===== src/rtl/ewb_mem_ctrl.sv =====
// Memory-port controller for the L2 eviction write buffer: arbitrates L2 miss fills
// against EWB drains and answers L2 reads that hit a line still queued in the EWB.
module ewb_mem_ctrl #(
    parameter int WIDTH      = 256,
    parameter int COUNT_W    = 7,
    parameter int HIGH_WATER = 48,
    parameter int DRAIN_IDLE = 4
) (
    input  logic               clk,
    input  logic               rst,
    input  logic               l2_read_i,
    input  logic [31:0]        l2_addr_i,
    output logic [WIDTH-1:0]   l2_rdata_o,
    output logic               l2_resp_o,
    input  logic               ewb_empty_i,
    input  logic               ewb_full_i,
    input  logic [COUNT_W-1:0] ewb_count_i,
    input  logic [WIDTH-1:0]   ewb_data_i,
    input  logic [31:0]        ewb_addr_i,
    output logic               ewb_yumi_o,
    output logic               ewb_tag_check_o,
    output logic [26:0]        ewb_tag_o,
    input  logic               ewb_hit_i,
    input  logic [WIDTH-1:0]   ewb_read_i,
    output logic               mem_read_o,
    output logic               mem_write_o,
    output logic [31:0]        mem_addr_o,
    output logic [WIDTH-1:0]   mem_wdata_o,
    input  logic [WIDTH-1:0]   mem_rdata_i,
    input  logic               mem_resp_i
);

    localparam int IDLE_W = $clog2(DRAIN_IDLE + 1);

    typedef enum logic [1:0] {
        IDLE  = 2'd0,
        FILL  = 2'd1,
        DRAIN = 2'd2,
        RESP  = 2'd3
    } state_t;

    state_t             state;
    logic [31:0]        addr_q;
    logic [WIDTH-1:0]   data_q;
    logic [IDLE_W-1:0]  idle_cnt;
    logic               read_owed;

    logic hit_take;
    logic high_water;
    logic forced_drain;
    logic opp_drain;

    assign hit_take   = l2_read_i & ewb_hit_i;
    assign high_water = (ewb_count_i >= COUNT_W'(HIGH_WATER));
    // A pending miss that was already bypassed once blocks a non-full forced drain.
    assign forced_drain = ~ewb_empty_i &
                          (ewb_full_i | (high_water & ~(l2_read_i & read_owed)));
    assign opp_drain  = ~ewb_empty_i & (idle_cnt == IDLE_W'(DRAIN_IDLE));

    // Memory/L2 strobes decode from registered state only; EWB handshakes are gated off in reset.
    assign mem_read_o      = (state == FILL);
    assign mem_write_o     = (state == DRAIN);
    assign mem_addr_o      = ((state == FILL) || (state == DRAIN)) ? addr_q : 32'd0;
    assign mem_wdata_o     = (state == DRAIN) ? data_q : {WIDTH{1'b0}};
    assign l2_resp_o       = (state == RESP);
    assign l2_rdata_o      = (state == RESP) ? data_q : {WIDTH{1'b0}};
    assign ewb_tag_check_o = ~rst & (state == IDLE) & l2_read_i;
    assign ewb_tag_o       = rst ? 27'd0 : l2_addr_i[31:5];
    assign ewb_yumi_o      = ~rst & (state == DRAIN) & mem_resp_i;

    // Arbitration FSM with its datapath registers.
    always_ff @(posedge clk or posedge rst) begin
        if (rst) begin
            state     <= IDLE;
            addr_q    <= 32'd0;
            data_q    <= {WIDTH{1'b0}};
            idle_cnt  <= {IDLE_W{1'b0}};
            read_owed <= 1'b0;
        end else begin
            case (state)
                IDLE: begin
                    if (hit_take) begin
                        data_q   <= ewb_read_i;
                        idle_cnt <= {IDLE_W{1'b0}};
                        state    <= RESP;
                    end else if (forced_drain) begin
                        addr_q   <= ewb_addr_i;
                        data_q   <= ewb_data_i;
                        idle_cnt <= {IDLE_W{1'b0}};
                        if (l2_read_i) begin
                            read_owed <= 1'b1;
                        end
                        state    <= DRAIN;
                    end else if (l2_read_i) begin
                        addr_q    <= l2_addr_i;
                        idle_cnt  <= {IDLE_W{1'b0}};
                        read_owed <= 1'b0;
                        state     <= FILL;
                    end else if (opp_drain) begin
                        addr_q   <= ewb_addr_i;
                        data_q   <= ewb_data_i;
                        idle_cnt <= {IDLE_W{1'b0}};
                        state    <= DRAIN;
                    end else if (!ewb_empty_i) begin
                        if (idle_cnt != IDLE_W'(DRAIN_IDLE)) begin
                            idle_cnt <= idle_cnt + IDLE_W'(1);
                        end
                    end else begin
                        idle_cnt <= {IDLE_W{1'b0}};
                    end
                end
                FILL: begin
                    if (mem_resp_i) begin
                        data_q <= mem_rdata_i;
                        state  <= RESP;
                    end
                end
                DRAIN: begin
                    if (mem_resp_i) begin
                        state <= IDLE;
                    end
                end
                RESP: begin
                    state <= IDLE;
                end
                default: begin
                    state <= IDLE;
                end
            endcase
        end
    end

endmodule


===== config.mk =====
export PLATFORM = sky130hd
export DESIGN_NAME = ewb_mem_ctrl
export DESIGN_NICKNAME = d
export VERILOG_FILES = /design/src/rtl/ewb_mem_ctrl.sv
export SDC_FILE = /design/constraint.sdc
export NUM_CORES = 1
export LEC_CHECK = 0
export ABC_CLOCK_PERIOD_IN_PS = 8720
export CAP_MARGIN = 30
export CORE_AREA = 2 2 560 562
export DETAILED_ROUTE_END_ITERATION = 10
export DIE_AREA = 0 0 562 564
export PLACE_DENSITY_LB_ADDON = 0.08
export SLEW_MARGIN = 15
export SYNTH_ARGS = -nofsm -noshare
export SYNTH_HDL_FRONTEND = slang
export SYNTH_SLANG_ARGS = --single-unit
export TNS_END_PERCENT = 20

===== constraint.sdc =====
create_clock -name clk -period 8.72 [get_ports clk]
set_input_delay 0.872 -clock clk [delete_from_list [all_inputs] [get_ports clk]]
set_output_delay 0.872 -clock clk [all_outputs]
set_load 0.02 [all_outputs]

==> results.sh, run 1 <==
export IMPL_dp_hpwl_mm=156
export IMPL_worst_r2r_path_depth=7
export IMPL_tns_ps=0
export IMPL_yosysSeqAreaShare=0.355
export IMPL_syn_instance_count=2225
export IMPL_end_kind="output pin"
export IMPL_synthFlopType="dfrtp_1"
export IMPL_hold_class="flip-flop to flip-flop"
export IMPL_path_cells="inv_1 -> ha_4 -> buf_4 -> buf_4 -> and2_1 -> clkdlybuf4s50_1"
export IMPL_wl_met1_mm=80.4
export IMPL_slowest_delay_ps=740
export IMPL_synth_top_area_share=0.355
export IMPL_wl_met2_mm=85.3
export IMPL_p_per_area_nw_per_um2=321
export IMPL_area_growth_synth_to_final_pct=98.7
export IMPL_synth_edff_count=0
export IMPL_numCtsBuffers=52
export IMPL_hp_start="data_q[50]$_DFFE_PP0P_"
export IMPL_h_tree_depth=2
export IMPL_hold_buffers=0
export IMPL_drt_pass1_iterations=5
export IMPL_clockBufferDepth=3
export IMPL_rsz0062_at_grt="false"
export IMPL_crit_required_ps=7850
export IMPL_wl_per_cell_um=24.4
export IMPL_static_leakage_power_uw=0.0156
export IMPL_critical_path_peak_fanout=57
export IMPL_io_pins=1422
export IMPL_synth_seq_cells=294
export IMPL_power_total_uw=13200
export IMPL_critical_path_top_delay_family="buffers and inverters"
export IMPL_clock_sinks=294
export IMPL_crit_path_frequent_cell="buf_4"
export IMPL_timing_final_max_slew_violations=0
export IMPL_grt_max_degree=146
export IMPL_final_min_clock_period_ps=4960
export IMPL_final_util=0.133
export IMPL_crit_path_start_kind="flip-flop"
export IMPL_hold_path_depth=1
export IMPL_cts_clk_slew_worst_paths_ps=50
export IMPL_synth_area_um2=20700
export IMPL_top_layer_used="met5"
export IMPL_drt_wl_total_mm=189
export IMPL_dieArea_um2=317000
export IMPL_maxCapViolations=0
export IMPL_cts_tree="yes"
export IMPL_place_inst=7632
export IMPL_tightest_slew_ps=1170
export IMPL_antenna_found_initial=89
export IMPL_critPathKind="flip-flop to output pin"
export IMPL_wl_met3_mm=20.8
export IMPL_insertion_delay_ps=680
export IMPL_ys_types=33
export IMPL_ant_nets=0
export IMPL_timing_rr_end="data_q[125]$_DFFE_PP0P_"
export IMPL_irDropWorstVdd_uv=227
export IMPL_synth_largest_area_cell="dfrtp_1"
export IMPL_grt_overflow=0
export IMPL_port_buffers=1417
export IMPL_grt_pass1_wl_mm=242
export IMPL_final_common_cell="clkdlybuf4s50_1"
export IMPL_drc_errors=0
export IMPL_cp_num_cells=6
export IMPL_cp_arrival_ps=4090
export IMPL_max_slew_margin=0.220
export IMPL_viasPerCell=2.81
export IMPL_final_cell_mix="clkdlybuf4s50_1, and2_1, dfrtp_1"
export IMPL_grt_use_total=0.114
export IMPL_final_nets=4400
export IMPL_finalHoldViolCount=0
export IMPL_async_reset_ff_frac=1.00
export IMPL_ys_warn_count=0
export IMPL_fin_crit_sh=0.568
export IMPL_hold_ws_ps=510
export IMPL_initial_core_util=0.0667
export IMPL_first_global_vias=23300
export IMPL_first_iter_violations=695
export IMPL_dr_total_vias=21800
export IMPL_cts_root_buf="clkbuf_16"
export IMPL_postCtsSetupRepairBufs=0
export IMPL_clock_fmax_mhz=202
export IMPL_routabilityCongestion=0.771
export IMPL_synth_nets=3078
export IMPL_postSynthAreaPerCell_um2=9.32
export IMPL_die_height_um=564
export IMPL_outcome="complete, no violations"
export IMPL_cp_slowest_cell="clkdlybuf4s50_1"
export IMPL_fp_coreArea_um2=311000
export IMPL_holdPathEnd="data_q[50]$_DFFE_PP0P_"
export IMPL_r2r_slack_ps=5070
export IMPL_yosys_top_cells_area="dfrtp_1, and2_1, mux2_2"
export IMPL_clock_skew_ps=30.1
export IMPL_rows=205
export IMPL_die_w_um=562
export IMPL_cp_num_buf_inv=4
export IMPL_ctsResizeCount=0
export IMPL_r2r_start="state[1]$_DFFE_PP0P_"
export IMPL_stdcell_count=7756
export IMPL_drive_gt1_frac=0.105
export IMPL_setup_viol=0
[metal layers]
metal,track usage,vias up
met2,0.183,1019
met3,0.0546,141
li1,-,10200
met5,0,-
met4,0.0174,58
met1,0.141,10400
[final cells by class]
type / count / area [um2]
Clock buffer: 79 / 1470
Clock inverter: 13 / 129
Tap cell: 4140 / 5180
Multi-Input combinational cell: 1737 / 12300
Inverter: 8 / 33.8
Fill cell: 35600 / 270000
Antenna cell: 31 / 77.6
Sequential cell: 294 / 7360
Timing Repair Buffer: 1454 / 14600
[cell families after synthesis]
group | synth area share
flops | 0.355
simple gates | 0.228
compound gates | 0.0779
buf+inv | 0.0553
fa+ha+maj | 0.00422
mux | 0.280
[synthesized netlist by cell type (2+ instances only)]
cell type / number
nor2b_1: 31
dfrtp_1: 294
inv_1: 8
nor2_1: 36
buf_6: 7
mux2i_1: 289
nand3_1: 2
nand2_1: 259
mux2_2: 258
a211oi_1: 2
buf_2: 32
o21ai_0: 261
buf_12: 20
buf_1: 2
and2_1: 544
a21oi_1: 33
clkbuf_1: 125
ha_1: 7
[power by group]
group          switching, uW  leakage (uW)  internal (uW)
clock network            889      0.000778           1190
logic                   4710        0.0114           3680
registers                657       0.00348           2100
[registers in the layout (all words and copies together), names as in the netlist]
register / flops
addr_q: 32
state: 2
read_owed: 1
idle_cnt: 3
data_q: 256
[worst max path at each step]
stage | startpoint | end | slack [ps]
5_1_grt | state[0]$_DFFE_PP0P_ | mem_wdata_o[201] | 3400
3_5_place_dp | l2_read_i | data_q[189]$_DFFE_PP0P_ | 4000
6_report | state[0]$_DFFE_PP0P_ | mem_wdata_o[201] | 3760
3_3_place_gp | l2_read_i | data_q[189]$_DFFE_PP0P_ | 4030
2_1_floorplan | rst | ewb_yumi_o | 1480
4_1_cts | state[0]$_DFFE_PP0P_ | mem_wdata_o[201] | 3410
[through the flow]
step	area, um2	setup slack [ps]
floorplan	20700	1480
global placement	39400	4030
detailed placement	39500	4000
CTS	41100	3410
global route	41100	3400
finish	41200	3760
No activity file was read; power rests on OpenSTA's default activity.
==> inputs of run 2 (changes only) <==
--- a/config.mk
+++ b/config.mk
@@ -5,11 +5,11 @@
 export SDC_FILE = /design/constraint.sdc
 export NUM_CORES = 1
 export LEC_CHECK = 0
-export ABC_CLOCK_PERIOD_IN_PS = 8720
+export ABC_CLOCK_PERIOD_IN_PS = 5100
 export CAP_MARGIN = 30
-export CORE_AREA = 2 2 560 562
+export CORE_AREA = 2 2 561 563
 export DETAILED_ROUTE_END_ITERATION = 10
-export DIE_AREA = 0 0 562 564
+export DIE_AREA = 0 0 563 565
 export PLACE_DENSITY_LB_ADDON = 0.08
 export SLEW_MARGIN = 15
 export SYNTH_ARGS = -nofsm -noshare
==> constraint.sdc (replaced) <==
create_clock -name clk -period 5.1 [get_ports clk]
set_input_delay 0.51 -clock clk [delete_from_list [all_inputs] [get_ports clk]]
set_output_delay 0.51 -clock clk [all_outputs]
set_load 0.02 [all_outputs]
==> run 2 against run 1 <==
Cell count is 0.13% higher. Core utilization up 0.099 points. Register-to-register slack worse by 3000 ps. Hold slack worse by 43 ps. Worst setup slack worse by 2600 ps. Clock skew is 13 ps lower. Flip-flop and latch count unchanged. Via count increased by 0.88%. Highest routed layer unchanged.
==> results.sh, run 2 (synthesis results as in run 1) <==
export IMPL_crit_required_ps=4590
export IMPL_clockBufferDepth=3
export IMPL_combPwrFrac=0.621
export IMPL_dieArea_um2=318000
export IMPL_p_int_uw=12400
export IMPL_static_leakage_power_uw=0.0158
export IMPL_final_common_cell="clkdlybuf4s50_1"
export IMPL_p_switching_uw=10900
export IMPL_timing_final_max_slew_violations=0
export IMPL_cts_tree="yes"
export IMPL_path_cells="inv_1 -> ha_4 -> buf_12 -> and2_1 -> clkdlybuf4s50_1"
export IMPL_cp_slowest_cell="clkdlybuf4s50_1"
export IMPL_hold_class="input pin to asynchronous set/reset pin"
export IMPL_max_slew_margin=0.348
export IMPL_pwr_share_clk=0.168
export IMPL_endpoint="mem_wdata_o[43]"
export IMPL_final_nets=4418
export IMPL_r2r_slack_ps=2120
export IMPL_grt_pass1_wl_mm=248
export IMPL_io_pins=1422
export IMPL_first_iter_violations=774
export IMPL_port_buffers=1417
export IMPL_ctsResizeCount=0
export IMPL_critical_path_peak_fanout=79
export IMPL_irDropWorstVdd_uv=219
export IMPL_wl_per_cell_um=25.0
export IMPL_top_register="data_q"
export IMPL_hold_buffers=0
export IMPL_first_global_vias=23800
export IMPL_clock_sinks=294
export IMPL_fillers=35600
export IMPL_critPathKind="flip-flop to output pin"
export IMPL_clock_fmax_mhz=252
export IMPL_drt_wl_total_mm=194
export IMPL_ant_nets=0
export IMPL_grt_overflow=0
export IMPL_dp_hpwl_mm=161
export IMPL_switching_share=0.468
export IMPL_crit_path_start="state[0]$_DFFE_PP0P_"
export IMPL_drive_gt1_frac=0.112
export IMPL_cts_root_buf="clkbuf_16"
export IMPL_grt_use_total=0.117
export IMPL_largest_reg_flops=256
export IMPL_grt_max_degree=141
export IMPL_drc_errors=0
export IMPL_routabilityCongestion=0.766
export IMPL_maxCapViolations=0
export IMPL_tightest_slew_ps=978
export IMPL_fin_crit_sh=0.779
export IMPL_area_growth_synth_to_final_pct=100
export IMPL_antenna_found_initial=92
export IMPL_power_frac_seq=0.211
export IMPL_h_tree_depth=2
export IMPL_cts_clk_slew_worst_paths_ps=60
export IMPL_r2r_start="state[1]$_DFFE_PP0P_"
export IMPL_numCtsBuffers=52
export IMPL_clock_skew_ps=17.5
export IMPL_crit_path_start_kind="flip-flop"
export IMPL_viasPerCell=2.83
export IMPL_finalHoldViolCount=0
export IMPL_end_kind="output pin"
export IMPL_setup_viol=0
export IMPL_postCtsSetupRepairBufs=0
export IMPL_die_w_um=563
export IMPL_reg_top3="data_q: 256 flops, addr_q: 32 flops, idle_cnt: 3 flops"
export IMPL_final_min_clock_period_ps=3970
export IMPL_dr_total_vias=22000
export IMPL_die_height_um=565
export IMPL_worst_r2r_path_depth=7
export IMPL_cp_arrival_ps=3460
export IMPL_initial_core_util=0.0666
export IMPL_rows=205
export IMPL_rsz0062_at_grt="false"
export IMPL_final_util=0.133
export IMPL_fp_coreArea_um2=311000
export IMPL_insertion_delay_ps=670
export IMPL_pre_cts_slack_ps=1320
export IMPL_outcome="complete, no violations"
export IMPL_fin_ws_ps=1130
export IMPL_timing_rr_end="data_q[255]$_DFFE_PP0P_"
export IMPL_p_per_area_nw_per_um2=559
export IMPL_slowest_delay_ps=700
export IMPL_drt_pass1_iterations=5
export IMPL_final_cell_mix="clkdlybuf4s50_1, and2_1, dfrtp_1"
run 2: worst min path at each step:
stage	start	to	slack [ps]	cells after the start
final	rst	addr_q[24]$_DFFE_PP0P_	470	3
after detailed placement	data_q[63]$_DFFE_PP0P_	data_q[63]$_DFFE_PP0P_	500	1
after global placement	data_q[54]$_DFFE_PP0P_	data_q[54]$_DFFE_PP0P_	500	1
after CTS	l2_addr_i[4]	addr_q[4]$_DFFE_PP0P_	390	3
after floorplan	data_q[38]$_DFFE_PP0P_	data_q[38]$_DFFE_PP0P_	490	1
after global routing	l2_addr_i[4]	addr_q[4]$_DFFE_PP0P_	430	3
run 2: cell type report:
| cell class | instances | area (um2) | share of cell area |
|---|---|---|---|
| clock buffers | 82 | 1600 | 0.0384 |
| inverters | 8 | 33.8 | 0.000813 |
| clock inverters | 12 | 196 | 0.00473 |
| diodes | 21 | 52.6 | 0.00126 |
| repair buffers | 1472 | 14900 | 0.357 |
| multi-input cells | 1737 | 12300 | 0.296 |
| well taps | 4140 | 5180 | 0.125 |
| flip-flops and latches | 294 | 7360 | 0.177 |
run 2: metal layers:
layer / global-route usage / routed length (um) / vias to the layer above
met5: 0 / 506 / -
met1: 0.143 / 81900 / 10500
met3: 0.0584 / 22300 / 174
met4: 0.0166 / 2270 / 78
li1: - / - / 10200
met2: 0.187 / 87400 / 1036
run 2: critical path: cells and delay by family, from the launching register on:
| kind | cells | cell delay, ps |
|---|---|---|
| buffers and inverters | 3 | 1220 |
| AND/OR/NAND/NOR | 1 | 470 |
| flip-flops | 1 | 460 |
| adder cells (fa/ha/maj) | 1 | 490 |
run 2: power by group through the flow:
stage / clock network, uW / registers, uW / logic (uW)
final: 3900 / 4910 / 14400
after global routing: 4220 / 5150 / 15600
after CTS: 4170 / 5020 / 15000
after detailed placement: 0 / 5050 / 14900
after global placement: 0 / 5030 / 15000
after floorplan: 0 / 4080 / 7810
run 2: metrics by stage:
stage	area, um2	power (uW)	instances	TNS, ps	hold slack (ps)
finish	41600	23200	7766	0	467
CTS	41500	24200	7745	0	389
floorplan	20700	11900	2225	-1410	486
detailed placement	39700	20000	7651	0	504
global placement	39700	20100	7651	0	499
global route	41500	25000	7747	0	428
